**src/rtl/pc_select_unit.sv**
```systemverilog
// Fetch-PC register: prediction advance, stall hold, mispredict/RET redirect, HALT.
// Ports: clk, rst (async low), pred/stall/ret/halt/mispredict in; pc, pc_valid, state, redirect_cnt out.
module pc_select_unit #(
  parameter int            AW       = 48,
  parameter logic [AW-1:0] RESET_PC = '0,
  parameter int            CNT_W    = 16
) (
  input  logic             clk,
  input  logic             rst,
  input  logic [AW-1:0]    pred_pc,
  input  logic             pred_valid,
  input  logic             stall,
  input  logic             ret_fetched,
  input  logic             halt_req,
  input  logic             mispredict,
  input  logic [AW-1:0]    mispredict_pc,
  input  logic             ret_done,
  input  logic [AW-1:0]    ret_pc,
  output logic [AW-1:0]    pc,
  output logic             pc_valid,
  output logic [1:0]       state,
  output logic [CNT_W-1:0] redirect_cnt
);

  typedef enum logic [1:0] {
    RUN      = 2'b00,
    RET_WAIT = 2'b01,
    HALT     = 2'b10,
    BAD      = 2'b11
  } st_t;

  st_t             st_q, st_d;
  logic [AW-1:0]   pc_q, pc_d;
  logic [CNT_W-1:0] cnt_q;
  logic            redir;

  always_comb begin
    st_d  = st_q;
    pc_d  = pc_q;
    redir = 1'b0;
    unique case (st_q)
      RUN: begin
        if (mispredict) begin
          pc_d  = mispredict_pc;
          redir = 1'b1;
        end else if (stall) begin
          st_d = RUN;
        end else if (halt_req) begin
          st_d = HALT;
        end else if (ret_fetched) begin
          st_d = RET_WAIT;
        end else if (pred_valid) begin
          pc_d = pred_pc;
        end
      end
      RET_WAIT: begin
        // a mispredict means the RET itself was on the wrong path
        if (mispredict) begin
          pc_d  = mispredict_pc;
          st_d  = RUN;
          redir = 1'b1;
        end else if (ret_done) begin
          pc_d  = ret_pc;
          st_d  = RUN;
          redir = 1'b1;
        end
      end
      HALT: begin
        if (mispredict) begin
          pc_d  = mispredict_pc;
          st_d  = RUN;
          redir = 1'b1;
        end
      end
      default: st_d = RUN;
    endcase
  end

  always_ff @(posedge clk or negedge rst) begin
    if (!rst) begin
      st_q  <= RUN;
      pc_q  <= RESET_PC;
      cnt_q <= '0;
    end else begin
      st_q <= st_d;
      pc_q <= pc_d;
      // saturating count
      if (redir && (cnt_q != {CNT_W{1'b1}}))
        cnt_q <= cnt_q + 1'b1;
    end
  end

  assign pc           = pc_q;
  assign state        = st_q;
  assign pc_valid     = (st_q == RUN);
  assign redirect_cnt = cnt_q;

endmodule

```
**config.mk**
```make
export PLATFORM = sky130hd
export DESIGN_NAME = pc_select_unit
export DESIGN_NICKNAME = d
export VERILOG_FILES = /design/src/rtl/pc_select_unit.sv
export SDC_FILE = /design/constraint.sdc
export NUM_CORES = 1
export LEC_CHECK = 0
export CAP_MARGIN = 30
export CORE_MARGIN = 2
export CORE_UTILIZATION = 30
export DETAILED_ROUTE_END_ITERATION = 10
export SLEW_MARGIN = 20
export SYNTH_ARGS = -nofsm -noshare
export SYNTH_HDL_FRONTEND = slang
export SYNTH_SLANG_ARGS = --single-unit
```
**constraint.sdc**
```tcl
create_clock -name clk -period 6 [get_ports clk]
set_clock_uncertainty 0.1 [all_clocks]
set_input_delay 1.2 -clock clk [delete_from_list [all_inputs] [get_ports clk]]
set_output_delay 1.2 -clock clk [all_outputs]
set_load 0.01 [all_outputs]
```
==> flow_summary_export.csv, run 1 <==
group,metric,value,unit
clock_network,insertion_delay,330,ps
yosys,synth_fa_ha_area_frac,0.0186,
clock_network,clockBufferDepth,2,
floorplanning,die_y,120,um
routing,drc_errors,0,
sta,rsz0062_at_grt,"no",
placed_design,io_buffer_count,218,
pwr,finalPower,2.80,mW
clock_network,cts_setup_buffers,0,
yosys,ys_ff_latch,66,
sta,period_minus_slack,3170,ps
yosys,ys.flop_type,"dfrtp_1",
sta,setup-tns-final,0,ps
yosys,syn-num-nets,537,
grt,overflow,0,
pwr,sw_frac_of_total,0.359,
sta,tightest_slew,899,ps
routing,first_pass_iters,4,
pwr,pwr-share-seq,0.273,
yosys,yosys_warnings,0,
yosys,synth_top_area_share,0.410,
critical_path,path_class,"primary input to register",
clock_network,cts_sinks,66,
floorplanning,start_util,0.306,
grt,grt_pass1_vias,3866,
critical_path,path_buf_inv,2,
cells_and_area,antenna_cells,0,
sta,setup_viol,0,
yosys,synth-simple-area-share,0.149,
yosys,synth_cell_types,39,
critical_path,cp_max_fo,48,
floorplanning,num_io_pins,219,
clock_network,clockRootBuffer,"clkbuf_16",
floorplanning,num_rows,42,
placed_design,gp_congestion,0.873,
grt,grt_pass1_wl,18.9,mm
clock_network,cts_tree,"built",
grt,antenna_found_initial,0,
yosys,syn-cell-area,0.00403,mm^2
yosys,synthCells,379,
yosys,async_flop_share,1.00,
cells_and_area,drive_gt1_frac,0.0997,
clock_network,holdBufCountCts,0,
yosys,synth.area.mux_share,0.145,
routing,vias,3696,
floorplanning,dieArea,0.0144,mm^2
critical_path,r2r_slack,3120,ps
yosys,yosysTopAreaCell,"dfrtp_1",
critical_path,cp_top_family,"buffers and inverters",
routing,drt_iter0_drc,76,
critical_path,worstSetupEndpointType,"register",
yosys,avgSynthCellArea,10.6,um^2
grt,grt.total_usage,0.166,
critical_path,crit_slowest_cell,"buf_4",
critical_path,start_kind,"primary input",
yosys,synth_edf_count,0,
yosys,ys_seq_area_frac,0.410,
critical_path,worstPathArrival,3280,ps
pwr,power_density,424,mW/mm^2
sta,hold_viol,0,
pwr,comb_power_share,0.540,
yosys,synth-compound-area-share,0.194,
placed_design,hpwl,8.53,mm
yosys,synth_xor_area_frac,0.0304,
pwr,power.internal,1.80,mW
sta,post-route-period-util,0.529,
cells_and_area,area_growth_syn_to_layout,64.2,%
routing,viasPerCell,4.88,
floorplanning,die_x,120,um
yosys,yosysMostFrequentCell,"dfrtp_1",
grt,grt_max_degree,99,
yosys,synth_common_cells,"dfrtp_1, nor2b_1, a31oi_1, o2bb2ai_1, mux2_2",
hold_path,hold_class,"register to register",
clock_network,cts_resized,0,
pwr,p_switching,1.01,mW
routing,post_drt_wl_per_cell,15.8,um
pwr,ir_worst_vdd,0.000384,V
yosys,synth_area_leaders,"dfrtp_1, o2bb2ai_1, mux2_2, nor2b_1, a31oi_1",
pwr,clockPowerShare,0.187,
floorplanning,core_area,0.0132,mm^2
yosys,synth_top_family_by_area,"compound AO/OA/AOI/OAI gates",
cells_and_area,final_net_count,735,
clock_network,clkTransAtPathRegs,50,ps
clock_network,cts_buffers,9,
pwr,p_leak,2.58,nW
sta,drv_slew,0,
run,maxCapViolations,0,
critical_path,crit_chain,"clkdlybuf4s50_1 -> nor3_2 -> a21boi_1 -> o41ai_4 -> buf_4 -> mux2_2",
routing,antenna_left,0,
sta,max_freq,315,MHz
critical_path,crit_required,6110,ps
cells_and_area,nFillCells,1214,
critical_path,critical-path-max-stage-delay,550,ps
clock_network,h-tree-depth,3,
outcome,status,"complete, no violations",
sta,slew_headroom,0.401,
routing,wirelength,12.0,mm
-- worst paths after layout --
kind / start / end / cells after the start
worst max register to register: state[1] / pc[32] / 7
worst min-delay path: pc[26] / pc[26] / 1
worst max-delay path: halt_req / pc[15] / 6
max in group asynchronous: rst / pc[35] / 1
min in group asynchronous: rst / redirect_cnt[6] / 1
worst min register to register: pc[26] / pc[26] / 1
-- layout make-up --
type / instances / area, um^2 / share of cell area
repair buffers: 223 / 2260 / 0.341
well taps: 176 / 220 / 0.0333
inverters: 3 / 11.3 / 0.00170
clock inverters: 2 / 35.0 / 0.00529
clock buffers: 14 / 264 / 0.0399
multi-input cells: 274 / 2180 / 0.329
flip-flops and latches: 66 / 1650 / 0.250
-- placed cells by master, fill, tap and decap left out, types with 2 or more instances in the layout --
cell / count
mux2_2: 32
ha_1: 4
mux2_1: 18
clkdlybuf4s50_1: 216
nor2b_1: 49
nand2_1: 10
o2bb2ai_1: 48
mux2i_1: 2
buf_12: 2
dfrtp_1: 66
inv_1: 3
nor3_1: 9
clkbuf_1: 3
clkbuf_16: 9
nand3_1: 7
xor2_1: 12
nor4_1: 4
clkbuf_8: 2
xnor2_1: 2
and3_1: 4
nand2b_1: 2
a31oi_1: 48
nor2_1: 3
buf_4: 3
nand4_1: 4
-- metal layers --
layer	wire length, um	track usage	vias up
li1	-	-	1820
met1	5160	0.191	1722
met2	5760	0.287	136
met3	782	0.0480	18
met4	256	0.0684	0
met5	0	0	-
-- state kept, by name (all words and copies together), names as in the netlist --
signal,count
pc,48
redirect_cnt,16
state,2
-- power by group through the flow --
stage,logic (mW),registers [mW],clock network (mW)
finish,1.51,0.766,0.523
global route,1.65,0.793,0.568
CTS,1.51,0.766,0.543
detailed placement,1.51,0.769,0
global placement,1.48,0.764,0
floorplan,0.790,0.844,0
-- stage by stage --
stage | cell area (um^2) | utilization | hold slack, ps | cells | setup WS (ps)
finish | 6620 | 0.502 | 379 | 758 | 2830
global route | 6620 | 0.502 | 405 | 758 | 2700
CTS | 6550 | 0.497 | 385 | 755 | 2800
detailed placement | 6250 | 0.474 | 374 | 739 | 2450
global placement | 6250 | 0.474 | 367 | 739 | 2480
floorplan | 4030 | - | 429 | 379 | 3310
-- logic make-up after synthesis --
family / count (synthesis)
compound gates: 102
xor+xnor: 14
fa+ha+maj: 6
buf+inv: 39
flops: 66
mux: 52
simple gates: 100
No activity file was read; power rests on OpenSTA's default activity.
==> run 2, diff against run 1 <==
- clock period: 6 -> 3.21 ns (I/O delays scaled with it)
==> run 2 against run 1 <==
Compared with the run above:
- cell count rose by 0.40%
- register-to-register slack got worse by 2400 ps
- setup slack got worse by 2100 ps
- hold slack got worse by 84 ps
- first-iteration DRC count rose by 46%
- sequential share of layout area barely moved
- sequential cell count did not move
- critical endpoint is now pc_valid
==> flow_summary_export.csv, run 2 (same netlist as run 1, synthesis figures left out) <==
group,metric,value,unit
floorplanning,dieArea,0.0144,mm^2
sta,hold_viol,0,
sta,slew_headroom,0.442,
run,maxCapViolations,0,
sta,tightest_slew,838,ps
routing,post_drt_wl_per_cell,15.9,um
sta,rsz0062_at_grt,"no",
placed_design,hpwl,8.85,mm
routing,first_pass_iters,4,
critical_path,cp_max_fo,4,
routing,viasPerCell,4.92,
cells_and_area,final_common_cell,"clkdlybuf4s50_1",
sta,post-route-period-util,0.778,
clock_network,clockBufferDepth,2,
critical_path,crit_slowest_cell,"clkdlybuf4s50_1",
sta,setup-tns-final,0,ps
critical_path,worstPathArrival,1760,ps
placed_design,io_buffer_count,218,
sta,period_minus_slack,2500,ps
sta,holdWs,295,ps
critical_path,crit_chain,"inv_1 -> ha_1 -> clkdlybuf4s50_1",
sta,setup_viol,0,
routing,drc_errors,0,
cells_and_area,final_net_count,738,
routing,wirelength,12.1,mm
cells_and_area,final_cell_mix,"clkdlybuf4s50_1, dfrtp_1, nor2b_1",
routing,antenna_left,0,
clock_network,clockRootBuffer,"clkbuf_16",
placed_design,gp_congestion,0.839,
critical_path,rr_startpoint,"state[0]",
cells_and_area,antenna_cells,0,
floorplanning,die_x,120,um
grt,grt_pass1_wl,19.3,mm
sta,max_freq,400,MHz
grt,grt_pass1_vias,3844,
grt,antenna_found_initial,0,
critical_path,crit_required,2470,ps
cells_and_area,drive_gt1_frac,0.109,
clock_network,cts_sinks,66,
floorplanning,num_rows,42,
clock_network,holdBufCountCts,0,
critical_path,path_class,"register to output pin",
clock_network,h-tree-depth,3,
cells_and_area,largest_reg_flops,48,
grt,grt.total_usage,0.169,
clock_network,cts_resized,0,
sta,drv_slew,0,
floorplanning,core_area,0.0132,mm^2
cells_and_area,area_growth_syn_to_layout,64.4,%
hold_path,hold_class,"primary input to async pin",
clock_network,cts_setup_buffers,0,
pwr,p_leak,2.59,nW
pwr,power_density,795,mW/mm^2
floorplanning,start_util,0.306,
clock_network,cts_tree,"built",
critical_path,critical-path-max-stage-delay,560,ps
floorplanning,num_io_pins,219,
outcome,status,"complete, no violations",
grt,grt_max_degree,67,
critical_path,worstSetupEndpointType,"output pin",
clock_network,clkTransAtPathRegs,60,ps
routing,vias,3747,
grt,overflow,0,
critical_path,start_kind,"register",
clock_network,insertion_delay,330,ps
clock_network,cts_buffers,9,
critical_path,setup.worst_path.start,"state[0]",
routing,drt_iter0_drc,111,
pwr,ir_worst_vdd,0.000352,V
floorplanning,die_y,120,um
## run 2: cell count changes in the layout (fill, tap and decap cells not counted), sizes merged
cell	delta
clkbuf	-3
buf	+3
clkinvlp	+1
clkinv	+2
## run 2: area by class of cell
class                   count  area, um^2
clock buffers              11         253
clock inverters             5        52.6
fillers                  1233        6560
inverters                   3        11.3
multi-input cells         274        2180
flip-flops and latches     66        1650
well taps                 176         220
repair buffers            226        2260
## run 2: through the flow
step	instances	total power, mW	utilization	instance area (um^2)	setup WS (ps)
finish	761	5.26	0.502	6630	712
global route	761	5.65	0.502	6630	571
CTS	761	5.35	0.502	6630	701
detailed placement	745	4.32	0.479	6320	471
global placement	745	4.27	0.479	6320	524
floorplan	379	3.05	-	4030	1050
## run 2: final timing paths
path / to / slack (ps) / cells after the start
setup / recovery: pc_valid / 710 / 3
hold / removal: redirect_cnt[6] / 300 / 1
setup reg to reg: redirect_cnt[8] / 750 / 6
hold reg to reg: pc[29] / 380 / 1
max in group asynchronous: pc[20] / 2140 / 1
min in group clk: pc[29] / 380 / 1
## run 2: power by group
group,internal (mW),switching (mW)
registers,1.19,0.237
clock network,0.639,0.355
logic,1.52,1.32
## run 2: critical path: cells and delay by family (launching register included)
family,cells,cell delay (ps)
buf+inv,2,740
fa+ha+maj,1,250
flops,1,430
## run 2: routing by layer
metal | vias up | share of wire | track usage
li1 | 1822 | - | -
met1 | 1761 | 0.42 | 0.201
met2 | 146 | 0.48 | 0.286
met3 | 18 | 0.083 | 0.0547
met4 | 0 | 0.020 | 0.0610
met5 | - | 0 | 0
